==> src/rtl/instr_loader.sv <==
// Byte-stream program loader: assembles little-endian words from a UART
// byte stream, writes them to instruction memory, and holds the core in reset.
module instr_loader #(
    parameter int unsigned MEM_SIZE_WORDS = 1024
) (
    input  logic        clk_i,
    input  logic        rst_i,
    input  logic        rx_valid_i,
    input  logic [7:0]  rx_data_i,
    output logic        mem_we_o,
    output logic [31:0] mem_addr_o,
    output logic [31:0] mem_wdata_o,
    output logic        core_rst_o,
    output logic        done_o,
    output logic        err_o
);

    localparam int CW = $clog2(MEM_SIZE_WORDS + 1);

    typedef enum logic [1:0] {
        LEN,
        DATA,
        DONE,
        ERR
    } state_t;

    state_t        state;
    state_t        state_nxt;
    logic [1:0]    byte_cnt;
    logic [CW-1:0] word_cnt;
    logic [CW-1:0] n_words;
    logic [31:0]   shreg;
    logic [31:0]   word_nxt;
    logic          loading;
    logic          last_byte;
    logic          word_fire;
    logic          last_word;

    // First byte ends up in [7:0] after four right shifts.
    assign word_nxt  = {rx_data_i, shreg[31:8]};
    assign loading   = (state == LEN) || (state == DATA);
    assign last_byte = rx_valid_i && (byte_cnt == 2'd3);
    assign word_fire = (state == DATA) && last_byte;
    assign last_word = word_fire && (word_cnt == n_words - CW'(1));

    always_ff @(posedge clk_i) begin
        if (rst_i) begin
            state <= LEN;
        end else begin
            state <= state_nxt;
        end
    end

    always_comb begin
        state_nxt = state;
        unique case (state)
            LEN: begin
                if (last_byte) begin
                    if (word_nxt == 32'd0) begin
                        state_nxt = DONE;
                    end else if (word_nxt > 32'(MEM_SIZE_WORDS)) begin
                        state_nxt = ERR;
                    end else begin
                        state_nxt = DATA;
                    end
                end
            end
            DATA: begin
                if (last_word) begin
                    state_nxt = DONE;
                end
            end
            DONE: state_nxt = DONE;
            ERR:  state_nxt = ERR;
            default: state_nxt = LEN;
        endcase
    end

    always_ff @(posedge clk_i) begin
        if (rst_i) begin
            byte_cnt    <= 2'd0;
            word_cnt    <= '0;
            n_words     <= '0;
            shreg       <= 32'd0;
            mem_we_o    <= 1'b0;
            mem_addr_o  <= 32'd0;
            mem_wdata_o <= 32'd0;
            core_rst_o  <= 1'b1;
            done_o      <= 1'b0;
            err_o       <= 1'b0;
        end else begin
            mem_we_o   <= word_fire;
            core_rst_o <= (state != DONE);
            done_o     <= (state == DONE);
            err_o      <= (state == ERR);
            if (rx_valid_i && loading) begin
                byte_cnt <= byte_cnt + 2'd1;
                shreg    <= word_nxt;
            end
            if ((state == LEN) && last_byte) begin
                n_words <= word_nxt[CW-1:0];
            end
            if (word_fire) begin
                word_cnt    <= word_cnt + CW'(1);
                mem_addr_o  <= 32'({word_cnt, 2'b00});
                mem_wdata_o <= word_nxt;
            end
        end
    end

endmodule
==> config.mk <==
export PLATFORM = sky130hd
export DESIGN_NAME = instr_loader
export DESIGN_NICKNAME = d
export VERILOG_FILES = /design/src/rtl/instr_loader.sv
export SDC_FILE = /design/constraint.sdc
export NUM_CORES = 1
export LEC_CHECK = 0
export BUFFER_PORTS_ARGS = -buffer_cell sky130_fd_sc_hd__clkbuf_2
export CAP_MARGIN = 20
export CORE_UTILIZATION = 59
export CTS_BUF_LIST = sky130_fd_sc_hd__clkbuf_8 sky130_fd_sc_hd__clkbuf_16
export CTS_CLUSTER_DIAMETER = 200
export DETAILED_ROUTE_END_ITERATION = 16
export PLACE_DENSITY = 0.92
export SLEW_MARGIN = 20
export SYNTH_ARGS = -nofsm -noshare
export SYNTH_HDL_FRONTEND = slang
export SYNTH_SLANG_ARGS = --single-unit
==> constraint.sdc <==
create_clock -name clk_i -period 8.6 [get_ports clk_i]
set_clock_uncertainty 0.15 [all_clocks]
set_input_delay 0.43 -clock clk_i [delete_from_list [all_inputs] [get_ports clk_i]]
set_output_delay 0.43 -clock clk_i [all_outputs]
set_load 0.005 [all_outputs]
==> results.yml, run 1 <==
sta:
  finalSetupViolations: 0
  fmax_mhz: 331.5
  rsz0062_at_grt: "no"
  tightest_slew_ns: 0.9272
  period_minus_slack_ns: 3.017
  finalCritPeriodShare: 0.3508
  slew_headroom: 0.3819
  drv_slew: 0
  fin_setup_tns_ns: 0
  hold_violations: 0
global_routing:
  grt_util_all_layers: 0.2515
  grt_start_max_net_pins: 97
  grt_pass1_wl_um: 14430
  grt_overflow_total: 0
  grt_pass1_vias: 3184
  antenna_found_initial: 0
clocking:
  cts_resized: 0
  clk_pin_slew_ns: 0.09
  cts_tree: "done"
  cts_max_level: 3
  numCtsBuffers: 9
  post_cts_buffers: 0
  postCtsHoldBufs: 0
  cts.sinks: 97
  max-clock-path-buffers: 2
  clockRootBuffer: "clkbuf_8"
  clk_latency_ns: 0.36
yosys:
  async_flop_share: 0
  synth_top_family_by_area: "simple AND/OR/NAND/NOR gates"
  avgSynthCellArea_um2: 7.835
  yosys.area_share.simple: 0.2397
  synthTopCellsByCount: "172 x nand2_1, 97 x dfxtp_1, 85 x a21oi_1"
  synth_fa_ha_area_frac: 0.009231
  yosysWarnings: 0
  synth_seq_cells: 97
  synth-edff-count: 0
  ys.flop_type: "dfxtp_1"
  synth_top_area_frac: 0.4775
  post_synth_num_cell_types: 40
  synth_compound_area_frac: 0.1403
  syn-cell-area_um2: 4066
  synth-xor-area-share: 0.04738
  synth-seq-area-share: 0.4775
  synthMuxAreaShare: 0.007385
  synth.most_common_cell: "nand2_1"
  synthTopCellsByArea: "dfxtp_1 48%, nand2_1 16%, a21oi_1 10%"
  syn-instance-count: 519
  synth_area_leader_cell: "dfxtp_1"
power:
  p_int_w: 0.0006120
  vdd_drop_max_v: 0.0001656
  p_sw_w: 0.0001767
  p_leak_nw: 1.727
  cellPowerDensity_nw_per_um2: 176.7
  clockPowerShare: 0.379
  seq_power_share: 0.583
  p_total_w: 0.0007887
  swShare: 0.2241
  power_frac_comb: 0.039
layout:
  layout-drive-gt1-share: 0.1446
  fill_cells: 537
  diodes: 0
  multi_input_area_um2: 1892
  area_growth_pct: 9.754
  nets: 570
  fin_util: 0.6872
  seqCellArea_um2: 1942
worst_hold_path:
  hold_depth: 3
  hold_path.class: "in -> reg"
  min_to: "mem_wdata_o[28]$_SDFFE_PP0P_"
  min_from: "rx_data_i[4]"
placed_design:
  numPortBuffers: 57
  hpwlAfterDp_um: 5872
  routabilityCongestion: 0.9651
die:
  die-area_um2: 7228
  die_w_um: 85.02
  ioPinCount: 79
  initial_utilization: 0.6261
  coreArea_um2: 6495
  die_h_um: 85.02
  rows: 29
critical_path:
  required_ns: 8.72
  reg2reg_setup_slack_ns: 5.58
  worstReg2RegEnd: "state[1]$_SDFFE_PP0P_"
  startpoint_type: "register"
  timing.rr.start: "n_words[0]$_SDFFE_PP0P_"
  end_kind: "register"
  path_class: "reg -> reg"
  r2r_cells: 8
  crit_arrival_ns: 3.13
  critPathMaxFanout: 8
drt:
  num_vias: 3540
  drc: 0
  wl_per_cell_um: 13.74
  drt_iter0_drc: 279
  viasPerCell: 5.557
  firstDrtPassIters: 5
  ant_nets: 0
  finalWirelength_um: 8752
flow_run:
  drv_cap: 0
outcome:
  outcome: "complete, no violations"
[routing by layer]
| layer | up-vias | track usage | wire length (um) |
|---|---|---|---|
| li1 | 1748 | - | - |
| met1 | 1646 | 0.2980 | 3679 |
| met2 | 129 | 0.4355 | 4413 |
| met3 | 17 | 0.06809 | 487 |
| met4 | 0 | 0.09553 | 171 |
| met5 | - | 0 | 0 |
[power groups by stage]
stage / Combinational (W) / Sequential, W / Clock [W]
after floorplan: 0.0000295 / 0.000468 / 0
after global placement: 0.0000283 / 0.000470 / 0
after detailed placement: 0.0000292 / 0.000470 / 0
after CTS: 0.0000297 / 0.000459 / 0.000304
after global routing: 0.0000339 / 0.000460 / 0.000322
final: 0.0000305 / 0.000460 / 0.000299
[sequential cells by signal (all words and copies together), names as in the netlist, 2 cells and up]
register	cells
word_cnt	11
shreg	24
n_words	11
mem_addr_o	11
byte_cnt	2
mem_wdata_o	32
state	2
[worst max path at each step]
stage	slack (ns)	cells after the start	end	start
6_report	5.58	8	state[1]$_SDFFE_PP0P_	n_words[0]$_SDFFE_PP0P_
5_1_grt	5.48	8	state[1]$_SDFFE_PP0P_	n_words[0]$_SDFFE_PP0P_
4_1_cts	5.52	6	word_cnt[7]$_SDFFE_PP0P_	state[1]$_SDFFE_PP0P_
3_5_place_dp	5.29	7	word_cnt[7]$_SDFFE_PP0P_	rx_valid_i
3_3_place_gp	5.40	7	word_cnt[5]$_SDFFE_PP0P_	rx_valid_i
2_1_floorplan	5.78	10	state[1]$_SDFFE_PP0P_	n_words[0]$_SDFFE_PP0P_
[cell usage in the layout (no fill, tap or decap), types with 2 or more instances in the layout]
cell and instances:
mux2i_1 3, or3_1 5, or4_1 2, inv_1 6
a21oi_1 85, clkbuf_2 57, nand2_1 172, xnor2_1 9
nand3_1 5, clkbuf_8 11, nor3_1 5, and3_1 4
xor2_1 13, nor2_1 17, buf_4 3, dfxtp_1 97
o21ai_0 4, o21bai_1 2, conb_1 21, a221oi_1 2
nor4_1 9, ha_1 3, nand4_1 3, o311a_1 2
a31oi_1 3
[worst max-delay path: stages (launching register included)]
cell      delay [ns]
dfxtp_1         0.41
inv_1           0.10
ha_1            0.29
or3b_1          0.50
or4_1           0.51
o21ai_1         0.10
a211oi_1        0.09
or4b_4          0.52
a311oi_2        0.27
[through the flow]
| step | setup slack, ns | instances | cell area (um2) | hold slack, ns |
|---|---|---|---|---|
| 2_1_floorplan | 5.779 | 539 | 4141 | 0.2900 |
| 3_3_place_gp | 5.400 | 622 | 4255 | 0.2945 |
| 3_5_place_dp | 5.286 | 622 | 4255 | 0.2954 |
| 4_1_cts | 5.518 | 637 | 4458 | 0.1617 |
| 5_1_grt | 5.481 | 637 | 4463 | 0.1612 |
| 6_report | 5.583 | 637 | 4463 | 0.1759 |
[final cells by class]
cell class / instances / area share
clock buffers: 11 / 0.03392
clock inverters: 4 / 0.01149
inverters: 6 / 0.005046
multi-input cells: 382 / 0.4239
flip-flops and latches: 97 / 0.4351
well taps: 77 / 0.02159
repair buffers: 60 / 0.06897
[cell families after synthesis]
kind of cell               count (synthesis)
and+or+nand+nor                          229
AOI/OAI and AO/OA                        104
DFF                                       97
buffers and inverters                     60
xor gates and xnor gates                  22
adders and majority gates                  3
muxes                                      3
other                                      1
No activity file was read; power rests on OpenSTA's default activity.
==> run 2: changes to the inputs <==
Settings changed: CORE_UTILIZATION 59 to 55, PLACE_DENSITY 0.92 to 0.87.
Clock period 8.6 ns to 2.9 ns, I/O delays scaled along.
==> results.yml, run 2 (synthesized netlist as in run 1, its figures left out) <==
sta:
  fmax_mhz: 370.3
  period_minus_slack_ns: 2.700
  fin_setup_tns_ns: 0
  tightest_slew_ns: 0.9530
  rsz0062_at_grt: "no"
  finalCritPeriodShare: 0.9311
  hold_violations: 0
  drv_slew: 0
  finalSetupViolations: 0
  slew_headroom: 0.3647
placed_design:
  numPortBuffers: 57
  routabilityCongestion: 0.9261
  placed_area_um2: 4317
  hpwlAfterDp_um: 6049
clocking:
  clk_pin_slew_ns: 0.09
  numCtsBuffers: 9
  post_cts_buffers: 0
  cts_tree: "done"
  cts_max_level: 3
  clockRootBuffer: "clkbuf_8"
  max-clock-path-buffers: 2
  cts.sinks: 97
  clk_latency_ns: 0.36
flow_run:
  drv_cap: 0
layout:
  final_area_um2: 4613
  area_growth_pct: 13.45
  top_regs: "mem_wdata_o: 32 flops, shreg: 24 flops"
  nets: 583
  largest_reg_flops: 32
  fin_util: 0.6608
  diodes: 0
  final_cell_mix: "172 x nand2_1, 97 x dfxtp_1, 85 x a21oi_1, 57 x clkbuf_2, 21 x conb_1"
  top_register: "mem_wdata_o"
  layout_commonest_cell: "nand2_1"
  layout-drive-gt1-share: 0.1518
global_routing:
  grt_util_all_layers: 0.2502
  grt_pass1_vias: 3363
  antenna_found_initial: 0
  grt_pass1_wl_um: 15020
  grt_start_max_net_pins: 49
  grt_overflow_total: 0
critical_path:
  critPathMaxStageDelay_ns: 0.50
  end_kind: "register"
  slowest_stage: "or4b_4"
  worst-path-buf-inv: 1
  critPathMaxFanout: 7
  worstPathCellList: "inv_1 -> ha_1 -> or3b_4 -> or4_1 -> o21ai_1 -> a211oi_1 -> or4b_4 -> a311oi_2"
  crit_arrival_ns: 2.82
  path_class: "reg -> reg"
  startpoint_type: "register"
  path_delay_family: "simple AND/OR/NAND/NOR gates"
  required_ns: 3.02
drt:
  viasPerCell: 5.284
  drt_iter0_drc: 214
  firstDrtPassIters: 4
  finalWirelength_um: 8997
  num_vias: 3535
  drc: 0
  wl_per_cell_um: 13.45
  ant_nets: 0
die:
  coreArea_um2: 6982
  die_w_um: 87.99
  die_h_um: 87.99
  initial_utilization: 0.5824
  die-area_um2: 7741
  rows: 30
  ioPinCount: 79
power:
  vdd_drop_max_v: 0.0003306
  cellPowerDensity_nw_per_um2: 524.2
  p_leak_nw: 1.780
worst_hold_path:
  hold_path.class: "in -> reg"
outcome:
  outcome: "complete, no violations"
[run 2: changes by cell type in the layout (fill, tap and decap cells not counted)]
cell           delta
or3b_1            -1
nor2b_2           +1
or3b_4            +1
clkbuf_8          -2
buf_4             +5
inv_6             +1
bufinv_16         +1
dlygate4sd3_1     +8
nor2b_4           -1
[run 2: through the flow]
stage,power (W),setup slack (ns),hold slack [ns],std cells
2_1_floorplan,0.001476,0.07885,0.1310,539
3_3_place_gp,0.001482,0.2010,0.2491,646
3_5_place_dp,0.001484,0.1762,0.2548,646
4_1_cts,0.002422,0.1632,0.1032,669
5_1_grt,0.002498,0.02790,0.1263,669
6_report,0.002418,0.1998,0.1495,669
[run 2: cell type report]
cell class,count,area (um2)
Fill cell,603,2369
Inverter,6,22.52
Clock buffer,9,123.9
Sequential cell,97,1942
Tap cell,96,120.1
Timing Repair Buffer,73,425.4
Clock inverter,6,90.09
Multi-Input combinational cell,382,1889
[run 2: routing by layer]
layer,vias up,GRT usage,wire length (um)
met5,-,0,0
li1,1780,-,-
met1,1649,0.3060,3991
met4,0,0.1058,127
met2,94,0.4327,4538
met3,12,0.04430,340
[run 2: where the power goes]
group	total, W	switching [W]	internal, W
logic	0.000101	0.0000668	0.0000343
registers	0.00136	0.0000179	0.00135
clock network	0.000953	0.000467	0.000486
[run 2: worst register-to-register path: cells and delay by family (launching register included)]
family	cells	cell delay (ns)
adder cells (fa/ha/maj)	1	0.19
AO/OA/AOI/OAI	3	0.43
AND/OR/NAND/NOR	3	1.41
buffers and inverters	1	0.08
flip-flops	1	0.36
[run 2: final timing paths]
check                             startpoint                          to  slack, ns  depth (start not counted)
setup / recovery     n_words[1]$_SDFFE_PP0P_       state[1]$_SDFFE_PP0P_       0.20                          8
hold / removal                    rx_valid_i       state[1]$_SDFFE_PP0P_       0.15                          3
setup reg to reg     n_words[1]$_SDFFE_PP0P_       state[1]$_SDFFE_PP0P_       0.20                          8
hold reg to reg   mem_addr_o[6]$_SDFFE_PP0P_  mem_addr_o[6]$_SDFFE_PP0P_       0.31                          2
[run 2: what timing repair did]
action | 4_1_cts | 5_1_grt
hold buffers | 8 | 0
setup endpoints to repair | 0 | 1
gates resized for setup | 0 | 1
hold endpoints to repair | 16 | 0
==> run 3: changes to the inputs <==
Settings changed: RECOVER_POWER set to 25.
==> results.yml, run 3 (synthesized netlist as in run 1, its figures left out) <==
outcome:
  outcome: "complete, no violations"
die:
  rows: 30
  initial_utilization: 0.5824
  die-area_um2: 7741
  die_h_um: 87.99
  die_w_um: 87.99
  coreArea_um2: 6982
  ioPinCount: 79
critical_path:
  path_class: "reg -> reg"
  end_kind: "register"
  cp-endpoint: "state[1]$_SDFFE_PP0P_"
  worstReg2RegEnd: "state[1]$_SDFFE_PP0P_"
  reg2reg_setup_slack_ns: 0.20
  timing.rr.start: "n_words[1]$_SDFFE_PP0P_"
  crit_start: "n_words[1]$_SDFFE_PP0P_"
  critPathMaxFanout: 7
  startpoint_type: "register"
  r2r_cells: 8
  crit_arrival_ns: 2.82
  required_ns: 3.02
placed_design:
  routabilityCongestion: 0.9261
  numPortBuffers: 57
  placed_area_um2: 4317
  hpwlAfterDp_um: 6049
worst_hold_path:
  min_from: "rx_valid_i"
  hold_path.class: "in -> reg"
sta:
  fmax_mhz: 370.7
  period_minus_slack_ns: 2.698
  finalSetupViolations: 0
  fin_setup_tns_ns: 0
  slew_headroom: 0.3701
  rsz0062_at_grt: "no"
  tightest_slew_ns: 0.9448
  finalCritPeriodShare: 0.9303
  hold_violations: 0
  drv_slew: 0
layout:
  diodes: 0
  layout_commonest_cell: "nand2_1"
  largest_reg_flops: 32
  area_growth_pct: 12.83
  final_cell_mix: "172 x nand2_1, 97 x dfxtp_1, 85 x a21oi_1, 37 x clkbuf_2, 21 x conb_1"
  top_regs: "mem_wdata_o: 32 flops, shreg: 24 flops"
  nets: 583
  layout-drive-gt1-share: 0.1169
  final_area_um2: 4588
  top_register: "mem_wdata_o"
global_routing:
  grt_overflow_total: 0
  grt_util_all_layers: 0.2502
  use_met1: 0.3060
  grt_pass1_wl_um: 15020
  grt_start_max_net_pins: 49
  met3_usage: 0.04430
  grtUsageMet2: 0.4327
  grt_busiest_layer: "met2"
  grt_pass1_vias: 3363
  antenna_found_initial: 0
drt:
  drt_iter0_drc: 205
  ant_nets: 0
  firstDrtPassIters: 4
  num_vias: 3528
  wl_per_cell_um: 13.55
  finalWirelength_um: 9064
  viasPerCell: 5.274
  drc: 0
clocking:
  clockRootBuffer: "clkbuf_8"
  cts_tree: "done"
  cts_max_level: 3
  cts.sinks: 97
  max-clock-path-buffers: 2
  clk_pin_slew_ns: 0.09
  numCtsBuffers: 9
  clk_latency_ns: 0.36
power:
  cellPowerDensity_nw_per_um2: 528.1
  vdd_drop_max_v: 0.0003315
  p_leak_nw: 1.712
flow_run:
  drv_cap: 0
==> run 3: changes by cell type in the layout (fill, tap and decap cells not counted) <==
| cell | previous run | this run |
|---|---|---|
| clkbuf_2 | 57 | 37 |
| clkbuf_1 | 0 | 20 |
==> run 3: worst max-delay path, stage by stage, from the launching register on <==
cell	delay, ns
dfxtp_1	0.36
inv_1	0.08
ha_1	0.19
or3b_4	0.44
or4_1	0.47
o21ai_1	0.09
a211oi_1	0.08
or4b_4	0.50
a311oi_2	0.26
==> run 3: repair_timing <==
action	CTS	global route
resized for setup	0	1
endpoints found under the hold margin	16	0
setup endpoints to repair	0	1
buffers inserted	0	0
hold buffers	8	0
==> run 3: final cells by class <==
type | instances | area [um2]
clock buffers | 9 | 123.9
repair buffers | 73 | 400.4
well taps | 96 | 120.1
clock inverters | 6 | 90.09
fillers | 615 | 2394
flip-flops and latches | 97 | 1942
multi-input cells | 382 | 1889
inverters | 6 | 22.52
==> run 3: worst min-delay path by stage <==
stage	end	slack, ns	depth (start not counted)
2_1_floorplan	mem_wdata_o[24]$_SDFFE_PP0P_	0.13	2
3_3_place_gp	shreg[27]$_SDFFE_PP0P_	0.25	3
3_5_place_dp	shreg[29]$_SDFFE_PP0P_	0.25	3
4_1_cts	state[1]$_SDFFE_PP0P_	0.10	3
5_1_grt	state[1]$_SDFFE_PP0P_	0.13	3
6_report	state[1]$_SDFFE_PP0P_	0.14	3
==> run 3: routing by layer <==
layer | up-vias | wire, um
met1 | 1639 | 4020
met2 | 95 | 4522
li1 | 1779 | -
met5 | - | 0
met3 | 15 | 375
met4 | 0 | 144
==> run 3: power breakdown <==
part           leakage [nW]  internal, W  switching (W)
logic                 0.822    0.0000343      0.0000664
registers             0.784      0.00135      0.0000182
clock network         0.106     0.000486       0.000472
total                  1.71      0.00187       0.000557
==> run 3: per-stage QoR <==
stage / worst slack [ns] / hold slack (ns) / std cells / total power [W] / utilization
2_1_floorplan: 0.07885 / 0.1310 / 539 / 0.001476 / -
3_3_place_gp: 0.2010 / 0.2491 / 646 / 0.001482 / 0.6183
3_5_place_dp: 0.1762 / 0.2548 / 646 / 0.001484 / 0.6183
4_1_cts: 0.1632 / 0.1032 / 669 / 0.002422 / 0.6604
5_1_grt: 0.02790 / 0.1263 / 669 / 0.002498 / 0.6572
6_report: 0.2022 / 0.1353 / 669 / 0.002423 / 0.6572
